File: src/rtl/ntt_pkg.sv
// Shared types and helpers for the NTT stage scheduler.
// Mode/state encodings and a width helper that never returns 0.
package ntt_pkg;

    typedef enum logic {
        NTT_FWD = 1'b0,
        NTT_INV = 1'b1
    } ntt_mode_e;

    typedef enum logic [1:0] {
        IDLE,
        ISSUE,
        DRAIN,
        FIN
    } sched_state_e;

    // Counter width for a count of v values; a 1-value counter still needs one bit.
    function automatic int clog2_min1(input int v);
        return (v > 1) ? $clog2(v) : 1;
    endfunction

endpackage

File: src/rtl/ntt_delay_line.sv
// Resettable fixed-depth shift register; matches issued read addresses
// to the PE result latency so they come back out as write addresses.
module ntt_delay_line #(
    parameter int WIDTH = 8,
    parameter int DEPTH = 1
) (
    input  logic             clk,
    input  logic             reset,
    input  logic [WIDTH-1:0] din,
    output logic [WIDTH-1:0] dout
);

    logic [WIDTH-1:0] pipe [DEPTH];

    // NOTE: this array is deliberately reset; a stale valid bit would otherwise
    // emit a phantom write right after a mid-run abort.
    always_ff @(posedge clk or negedge reset) begin
        if (!reset) begin
            for (int i = 0; i < DEPTH; i++) pipe[i] <= '0;
        end else begin
            pipe[0] <= din;
            for (int i = 1; i < DEPTH; i++) pipe[i] <= pipe[i-1];
        end
    end

    assign dout = pipe[DEPTH-1];

endmodule

File: src/rtl/ntt_stage_sched.sv
// Radix-2 NTT stage scheduler: issues LANES butterflies per cycle across all
// stages, forward (CT) or inverse (GS) ordering, with latency-matched writes.
module ntt_stage_sched
    import ntt_pkg::*;
#(
    parameter int N      = 256,
    parameter int LANES  = 2,
    parameter int PE_LAT = 4,
    localparam int LOGN  = $clog2(N),
    localparam int AW    = LOGN,
    localparam int TW    = LOGN - 1,
    localparam int SW    = $clog2(LOGN),
    localparam int CPS   = N / (2 * LANES)
) (
    input  logic                clk,
    input  logic                reset,
    input  logic                start,
    input  logic                mode,
    input  logic                hold,
    output logic                rd_valid,
    output logic [LANES*AW-1:0] rd_addr_top,
    output logic [LANES*AW-1:0] rd_addr_bot,
    output logic [LANES*TW-1:0] tw_idx,
    output logic                wr_valid,
    output logic [LANES*AW-1:0] wr_addr_top,
    output logic [LANES*AW-1:0] wr_addr_bot,
    output logic [SW-1:0]       stage,
    output logic                last_stage,
    output logic                busy,
    output logic                done
);

    localparam int CW = clog2_min1(CPS);
    localparam int DW = clog2_min1(PE_LAT);
    localparam int DLW = 1 + 2 * LANES * AW;

    sched_state_e        state_q, state_d;
    ntt_mode_e           mode_q, mode_d;
    logic [CW-1:0]       c_q, c_d;
    logic [DW-1:0]       dcnt_q, dcnt_d;
    logic [SW-1:0]       stage_q, stage_d;
    logic                rd_valid_q, rd_valid_d;
    logic [LANES*AW-1:0] rd_top_q, rd_top_d, nxt_top;
    logic [LANES*AW-1:0] rd_bot_q, rd_bot_d, nxt_bot;
    logic [LANES*TW-1:0] tw_q, tw_d, nxt_tw;
    logic                busy_q, busy_d;
    logic                done_q, done_d;

    // Returns {top, bot, twiddle} for butterfly b of stage s.
    function automatic logic [2*AW+TW-1:0] bfly(input logic [AW-1:0] b,
                                                input logic [SW-1:0] s,
                                                input logic          inv);
        logic [AW-1:0] h, m, low, top, bot, tw_full;
        h       = inv ? (AW'(LOGN - 1) - AW'(s)) : AW'(s);
        m       = AW'(1) << h;
        low     = b & (m - AW'(1));
        top     = ((b >> h) << (h + AW'(1))) | low;
        bot     = top + m;
        tw_full = inv ? (low << s) : (low << (AW'(LOGN - 1) - h));
        return {top, bot, TW'(tw_full)};
    endfunction

    for (genvar k = 0; k < LANES; k++) begin : g_lane
        logic [2*AW+TW-1:0] res;
        assign res = bfly(AW'(int'(c_q) * LANES + k), stage_q, mode_q == NTT_INV);
        assign nxt_top[k*AW +: AW] = res[2*AW+TW-1 -: AW];
        assign nxt_bot[k*AW +: AW] = res[AW+TW-1 -: AW];
        assign nxt_tw[k*TW +: TW]  = res[TW-1:0];
    end

    // NOTE: every signal written here gets a default first, so no path leaves
    // one unassigned and no latch is inferred.
    always_comb begin
        state_d    = state_q;
        mode_d     = mode_q;
        c_d        = c_q;
        dcnt_d     = dcnt_q;
        stage_d    = stage_q;
        rd_valid_d = 1'b0;
        rd_top_d   = rd_top_q;
        rd_bot_d   = rd_bot_q;
        tw_d       = tw_q;
        busy_d     = busy_q;
        done_d     = 1'b0;

        case (state_q)
            IDLE: begin
                if (start) begin
                    state_d = ISSUE;
                    mode_d  = mode ? NTT_INV : NTT_FWD;
                    busy_d  = 1'b1;
                    c_d     = '0;
                    dcnt_d  = '0;
                    stage_d = '0;
                end
            end
            ISSUE: begin
                if (!hold) begin
                    rd_valid_d = 1'b1;
                    rd_top_d   = nxt_top;
                    rd_bot_d   = nxt_bot;
                    tw_d       = nxt_tw;
                    if (c_q == CW'(CPS - 1)) begin
                        c_d     = '0;
                        dcnt_d  = '0;
                        state_d = DRAIN;
                    end else begin
                        c_d = c_q + CW'(1);
                    end
                end
            end
            DRAIN: begin
                // Wait until the last write of this stage has left the PEs.
                if (dcnt_q == DW'(PE_LAT - 1)) begin
                    dcnt_d = '0;
                    if (stage_q == SW'(LOGN - 1)) begin
                        state_d = FIN;
                    end else begin
                        stage_d = stage_q + SW'(1);
                        state_d = ISSUE;
                    end
                end else begin
                    dcnt_d = dcnt_q + DW'(1);
                end
            end
            FIN: begin
                state_d = IDLE;
                done_d  = 1'b1;
                busy_d  = 1'b0;
                stage_d = '0;
            end
            default: state_d = IDLE;
        endcase
    end

    // NOTE: state uses non-blocking assignments so every register samples
    // pre-edge values regardless of evaluation order.
    always_ff @(posedge clk or negedge reset) begin
        if (!reset) begin
            state_q    <= IDLE;
            mode_q     <= NTT_FWD;
            c_q        <= '0;
            dcnt_q     <= '0;
            stage_q    <= '0;
            rd_valid_q <= 1'b0;
            rd_top_q   <= '0;
            rd_bot_q   <= '0;
            tw_q       <= '0;
            busy_q     <= 1'b0;
            done_q     <= 1'b0;
        end else begin
            state_q    <= state_d;
            mode_q     <= mode_d;
            c_q        <= c_d;
            dcnt_q     <= dcnt_d;
            stage_q    <= stage_d;
            rd_valid_q <= rd_valid_d;
            rd_top_q   <= rd_top_d;
            rd_bot_q   <= rd_bot_d;
            tw_q       <= tw_d;
            busy_q     <= busy_d;
            done_q     <= done_d;
        end
    end

    logic [DLW-1:0] dl_out;

    ntt_delay_line #(
        .WIDTH(DLW),
        .DEPTH(PE_LAT)
    ) u_delay (
        .clk  (clk),
        .reset(reset),
        .din  ({rd_valid_q, rd_top_q, rd_bot_q}),
        .dout (dl_out)
    );

    assign wr_valid    = dl_out[DLW-1];
    assign wr_addr_top = dl_out[2*LANES*AW-1 -: LANES*AW];
    assign wr_addr_bot = dl_out[LANES*AW-1:0];

    assign rd_valid    = rd_valid_q;
    assign rd_addr_top = rd_top_q;
    assign rd_addr_bot = rd_bot_q;
    assign tw_idx      = tw_q;
    assign stage       = stage_q;
    assign busy        = busy_q;
    assign done        = done_q;
    assign last_stage  = busy_q && (stage_q == SW'(LOGN - 1));

endmodule

File: config.mk
export PLATFORM = sky130hd
export DESIGN_NAME = ntt_stage_sched
export DESIGN_NICKNAME = d
export VERILOG_FILES = /design/src/rtl/ntt_pkg.sv /design/src/rtl/ntt_delay_line.sv /design/src/rtl/ntt_stage_sched.sv
export SDC_FILE = /design/constraint.sdc
export NUM_CORES = 1
export LEC_CHECK = 0
export CORE_UTILIZATION = 45
export DETAILED_ROUTE_END_ITERATION = 16
export HOLD_SLACK_MARGIN = 0.12
export PLACE_DENSITY = 0.76
export RECOVER_POWER = 50
export SYNTH_ARGS = -nofsm -noshare
export SYNTH_HDL_FRONTEND = slang
export SYNTH_SLANG_ARGS = --single-unit
File: constraint.sdc
create_clock -name clk -period 3.6 [get_ports clk]
set_input_delay 0.54 -clock clk [delete_from_list [all_inputs] [get_ports clk]]
set_output_delay 0.54 -clock clk [all_outputs]
set_load 0.01 [all_outputs]
==> results <==
- For this run, asynchronously set or reset flops after synthesis account for 100.0%.
- Cells with a size suffix above 1 make up 20.52% of the layout.
- The maximum number of pins on one net before global-route repair is 103.
- The startpoint-to-endpoint class of the critical path is register to register.
- Of all nets on the critical path, the largest fanout is 6.
- In this run the most used layer during global routing was met2.
- The capture point of the worst reg-to-reg path is rd_addr_bot[7].
- The startpoint class of the critical path is a register.
- Clock-pin slew was measured on the worst setup and hold paths at 0.08 ns.
- In the final design database the tool counted 821 nets.
- The headroom to the max-slew limit is -60.00%.
- The die height is 133.3 um.
- Global routing used 27.42% of the available met1 tracks.
- The routed design has 18320 um of wire.
- The arrival time of data at the critical path endpoint is 3.84 ns.
- The number of global-route vias before repair was 5289.
- The source of the critical timing path is stage[1].
- The number of standard-cell rows in the floorplan is 47.
- The routed via count is 5244.
- The number of cells on the worst reg-to-reg path is 16.
- The routing usage on met2 is 38.60%.
- The initial antenna violation count was 0.
- The antenna cell count is 0.
- In the final layout, flip-flops and latches occupy 0.004860 mm^2.
- The number of clock sinks is 194.
- The number of buffers between clock root and the deepest sink is 2.
- The number of nets with antenna violations after detailed routing is 0.
- The static leakage is 4.591 nW.
- Ranked by total cell area, the synthesized netlist is headed by sky130_fd_sc_hd__dfrtp_1 63%, sky130_fd_sc_hd__nand2_1 4.1%, sky130_fd_sc_hd__buf_4 3.3%.
- The dominant cell by count in the synthesized netlist is sky130_fd_sc_hd__dfrtp_1.
- The remaining global-route overflow is 0.
- TritonCTS built the clock tree.
- The initial core utilization is 46.45%.
- The slack of the worst reg-to-reg path is 0.07 ns.
- The later pin in the worst-skew pair is clocked with a latency of 0.43 ns.
- The post-route total power is 0.007702 W.
- The placeable core region is 0.01670 mm^2.
- Data on the critical path is required at its endpoint by 3.91 ns.
- The share of the Yosys chip area taken by registers is 62.58%.
- Static timing analysis puts the maximum clock frequency at 283.4 MHz.
- In the synthesized netlist, the cells that appear most often are 194 x sky130_fd_sc_hd__dfrtp_1, 85 x sky130_fd_sc_hd__nand2_1, 54 x sky130_fd_sc_hd__nor2_1.
- After synthesis the netlist holds a flip-flop and latch count of 194.
- After synthesis, the largest family of logic cells by area is simple AND/OR/NAND/NOR gates.
- The first-pass GRT wire length is 29220 um.
- Among all flip-flop cells after synthesis, the most frequent one is sky130_fd_sc_hd__dfrtp_1.
- The type of element capturing the critical path is a register.
- Counting the fill cells in the layout gives 1340.
- The actual transition at the worst max-transition pin is 2.400 ns.
- The final count of negative-setup-slack endpoints is 0.
- The total power divided by cell area is 776.3 mW/mm^2.
- The cell taking the most area after synthesis is sky130_fd_sc_hd__dfrtp_1.
- After technology mapping, the gate count stands at 669.
- Across the VDD grid, the largest voltage drop is 0.0003851 V.
- Setup repair after global routing could not meet its margin everywhere.
- The cell at the root of the clock tree is sky130_fd_sc_hd__clkbuf_16.
- The die is 133.3 um wide.
- The die covers 0.01777 mm^2.
- For met3 alone, demand over resource in global routing was 3.881%.
- The endpoint of the worst setup timing path is rd_addr_bot[7].
- The final-layout setup total negative slack is 0 ns.
- During I/O placement, the number of pins put on the boundary was 91.
- The final reports fail on max-capacitance violations, max-slew violations.
- After Yosys synthesis, full adders, half adders and majority gates account for 3.419% of the synthesized area.
- Summing every instance area after synthesis gives 0.007757 mm^2.
- The launch point of the worst reg-to-reg path is stage[1].
- The run finished, with violations left.
- Global routing used 21.95% of the available tracks across all layers.
- The area occupied by multi-input gates is 0.002579 mm^2.
- The H-tree was split into 4 levels.
- The number of different library cells in the post-synthesis netlist is 66.
- In this run, CTS created clock tree buffers numbering 17.
- The half-perimeter wire length after placement is 13030 um.
- The total count of max-transition violations in the final report was 102.
- After detailed routing, the number of vias per cell comes to 5.096.
- The path class of the lowest-slack min-delay path is register to register.
- The Yosys step of the flow raised 0 warnings.
- The mux contribution to synthesized area is 2.806%.
- The clock skew after layout is 0.009011 ns.
- The number of synthesized flops with an enable pin is 0.
- Of the total synthesized cell area, the portion taken by AND, OR, NAND and NOR gates is 11.94%.
- The count of buffers added on input and output ports is 89.
- The final number of hold-violating endpoints is 0.
- In this run, the number of DRC markers left after iteration 0 of detailed routing was 328.
- The area share of the largest cell type after synthesis is 62.58%.
- The number of detailed-route iterations in the first pass is 4.
- The final period demand of the worst path is 3.528 ns.
- The synthesized-area fraction occupied by xor and xnor cells is 1.919%.
- The number of max-capacitance violations reported is 1.
- The compound-gate portion of the synthesized area is 11.29%.
- The congestion estimate from routability-driven global placement came to 0.8789.
- The final routed wire length divided by cell count is 17.80 um.
- After layout, the worst path uses 98.01% of the clock period.
- Averaged over all synthesized cells, the footprint is 11.60 um^2.
- The quantity of hold-fixing buffers added after cts is 0.
- The area added between synthesis and finish is 27.90%.
- The number of DRC violations after detailed routing is 0.
[metal layers]
metal  part of all wire, %  up-vias
met5                     0        -
met4                   1.5        0
met3                   2.8       19
met2                    53      101
met1                    42     2631
li1                      -     2493
[state kept, by name, indices dropped and copies added (netlist names)]
register / flops
rd_addr_bot: 16
stage: 3
u_delay.pipe: 99
rd_valid: 1
c_q: 6
busy: 1
rd_addr_top: 16
u_delay.dout: 33
state_q: 2
tw_idx: 13
mode_q: 1
done: 1
dcnt_q: 2
[area by class of cell]
cell class / count / share of cell area (%)
Sequential cell: 194 / 48.98
Multi-Input combinational cell: 395 / 25.99
Timing Repair Buffer: 171 / 15.30
Clock buffer: 17 / 4.288
Tap cell: 220 / 2.774
Clock inverter: 15 / 2.030
Inverter: 17 / 0.6431
[through the flow]
| step | util, % | instance area (um^2) | hold WS [ns] | instances | worst slack, ns |
|---|---|---|---|---|---|
| after floorplan | - | 7761 | 0.2444 | 670 | 0.01584 |
| after global placement | 54.47 | 9097 | 0.3314 | 989 | 0.04206 |
| after detailed placement | 54.47 | 9097 | 0.3347 | 989 | 0.02558 |
| after CTS | 58.33 | 9742 | 0.1820 | 1022 | 0.02557 |
| after global routing | 59.41 | 9922 | 0.3410 | 1029 | -0.1071 |
| final | 59.41 | 9922 | 0.3406 | 1029 | 0.07181 |
[where the power goes]
group | leakage (nW) | internal (W) | total, W | switching (W)
clock network | 0.307 | 0.00102 | 0.00194 | 0.000923
registers | 2.43 | 0.00287 | 0.00324 | 0.000371
logic | 1.85 | 0.00126 | 0.00252 | 0.00126
total | 4.59 | 0.00515 | 0.00770 | 0.00255
[worst min path at each step]
stage | start | to | slack, ns | cells past startpoint
CTS | reset | u_delay.dout[8] | 0.18 | 1
finish | u_delay.pipe[128] | u_delay.pipe[95] | 0.34 | 0
global route | u_delay.pipe[47] | u_delay.dout[14] | 0.34 | 0
global placement | u_delay.pipe[122] | u_delay.pipe[89] | 0.33 | 0
detailed placement | u_delay.pipe[54] | u_delay.dout[21] | 0.33 | 0
floorplan | reset | busy | 0.24 | 0
[repair_timing]
action	4_1_cts	5_1_grt
cloned	0	0
setup endpoints to repair	2	9
buffers inserted	1	7
gates resized for setup	4	28
pin swaps	1	9
endpoints found under the hold margin	0	0
[worst max-delay path, stage by stage (launching register included)]
cell                       delay (ns)
sky130_fd_sc_hd__dfrtp_2         0.46
sky130_fd_sc_hd__buf_4           0.18
sky130_fd_sc_hd__or2_4           0.28
sky130_fd_sc_hd__o22ai_2         0.19
sky130_fd_sc_hd__inv_1           0.06
sky130_fd_sc_hd__ha_1            0.19
sky130_fd_sc_hd__nand2b_1        0.11
sky130_fd_sc_hd__mux2_2          0.35
sky130_fd_sc_hd__a31oi_2         0.20
sky130_fd_sc_hd__a21oi_2         0.09
sky130_fd_sc_hd__a211oi_2        0.27
sky130_fd_sc_hd__inv_1           0.13
sky130_fd_sc_hd__ha_4            0.30
sky130_fd_sc_hd__nand2_1         0.07
sky130_fd_sc_hd__o31ai_2         0.24
sky130_fd_sc_hd__xor2_1          0.21
sky130_fd_sc_hd__o21ai_1         0.07
[layout by cell type, fill, tap and decap left out, types with 4 or more instances in the layout]
| cell | netlist | final |
|---|---|---|
| sky130_fd_sc_hd__dfrtp_1 | 194 | 190 |
| sky130_fd_sc_hd__clkdlybuf4s50_1 | 0 | 88 |
| sky130_fd_sc_hd__nand2_1 | 85 | 85 |
| sky130_fd_sc_hd__buf_4 | 34 | 80 |
| sky130_fd_sc_hd__nor2_1 | 54 | 53 |
| sky130_fd_sc_hd__o21ai_0 | 29 | 29 |
| sky130_fd_sc_hd__a21oi_1 | 30 | 25 |
| sky130_fd_sc_hd__clkbuf_16 | 0 | 17 |
| sky130_fd_sc_hd__ha_1 | 18 | 16 |
| sky130_fd_sc_hd__inv_1 | 15 | 15 |
| sky130_fd_sc_hd__nand2b_1 | 12 | 12 |
| sky130_fd_sc_hd__mux2i_1 | 11 | 11 |
| sky130_fd_sc_hd__xnor2_1 | 10 | 10 |
| sky130_fd_sc_hd__nand3_1 | 9 | 9 |
| sky130_fd_sc_hd__nor2b_1 | 8 | 8 |
| sky130_fd_sc_hd__o22ai_1 | 9 | 7 |
| sky130_fd_sc_hd__a21o_1 | 7 | 7 |
| sky130_fd_sc_hd__xor2_1 | 7 | 7 |
| sky130_fd_sc_hd__a21oi_2 | 1 | 6 |
| sky130_fd_sc_hd__o211ai_1 | 6 | 6 |
| sky130_fd_sc_hd__inv_8 | 0 | 6 |
| sky130_fd_sc_hd__nor3_2 | 1 | 5 |
| sky130_fd_sc_hd__or2_2 | 5 | 5 |
| sky130_fd_sc_hd__nor3b_1 | 5 | 5 |
| sky130_fd_sc_hd__a211oi_1 | 5 | 5 |
| sky130_fd_sc_hd__o21ai_1 | 6 | 5 |
| sky130_fd_sc_hd__mux2_2 | 5 | 5 |
| sky130_fd_sc_hd__a22o_1 | 4 | 4 |
| sky130_fd_sc_hd__o31ai_1 | 6 | 4 |
| sky130_fd_sc_hd__clkinv_8 | 0 | 4 |
| sky130_fd_sc_hd__dfrtp_2 | 0 | 4 |
[cells by family (layout without fill, tap and decap cells)]
logic type | Yosys count | count (layout)
compound gates | 134 | 134
mux | 19 | 19
fa+ha+maj | 20 | 20
simple gates | 203 | 203
flops | 194 | 194
buf+inv | 81 | 220
other cells | 1 | 2
xor+xnor | 17 | 17
Note: power is estimated with default switching activity, not from simulation.
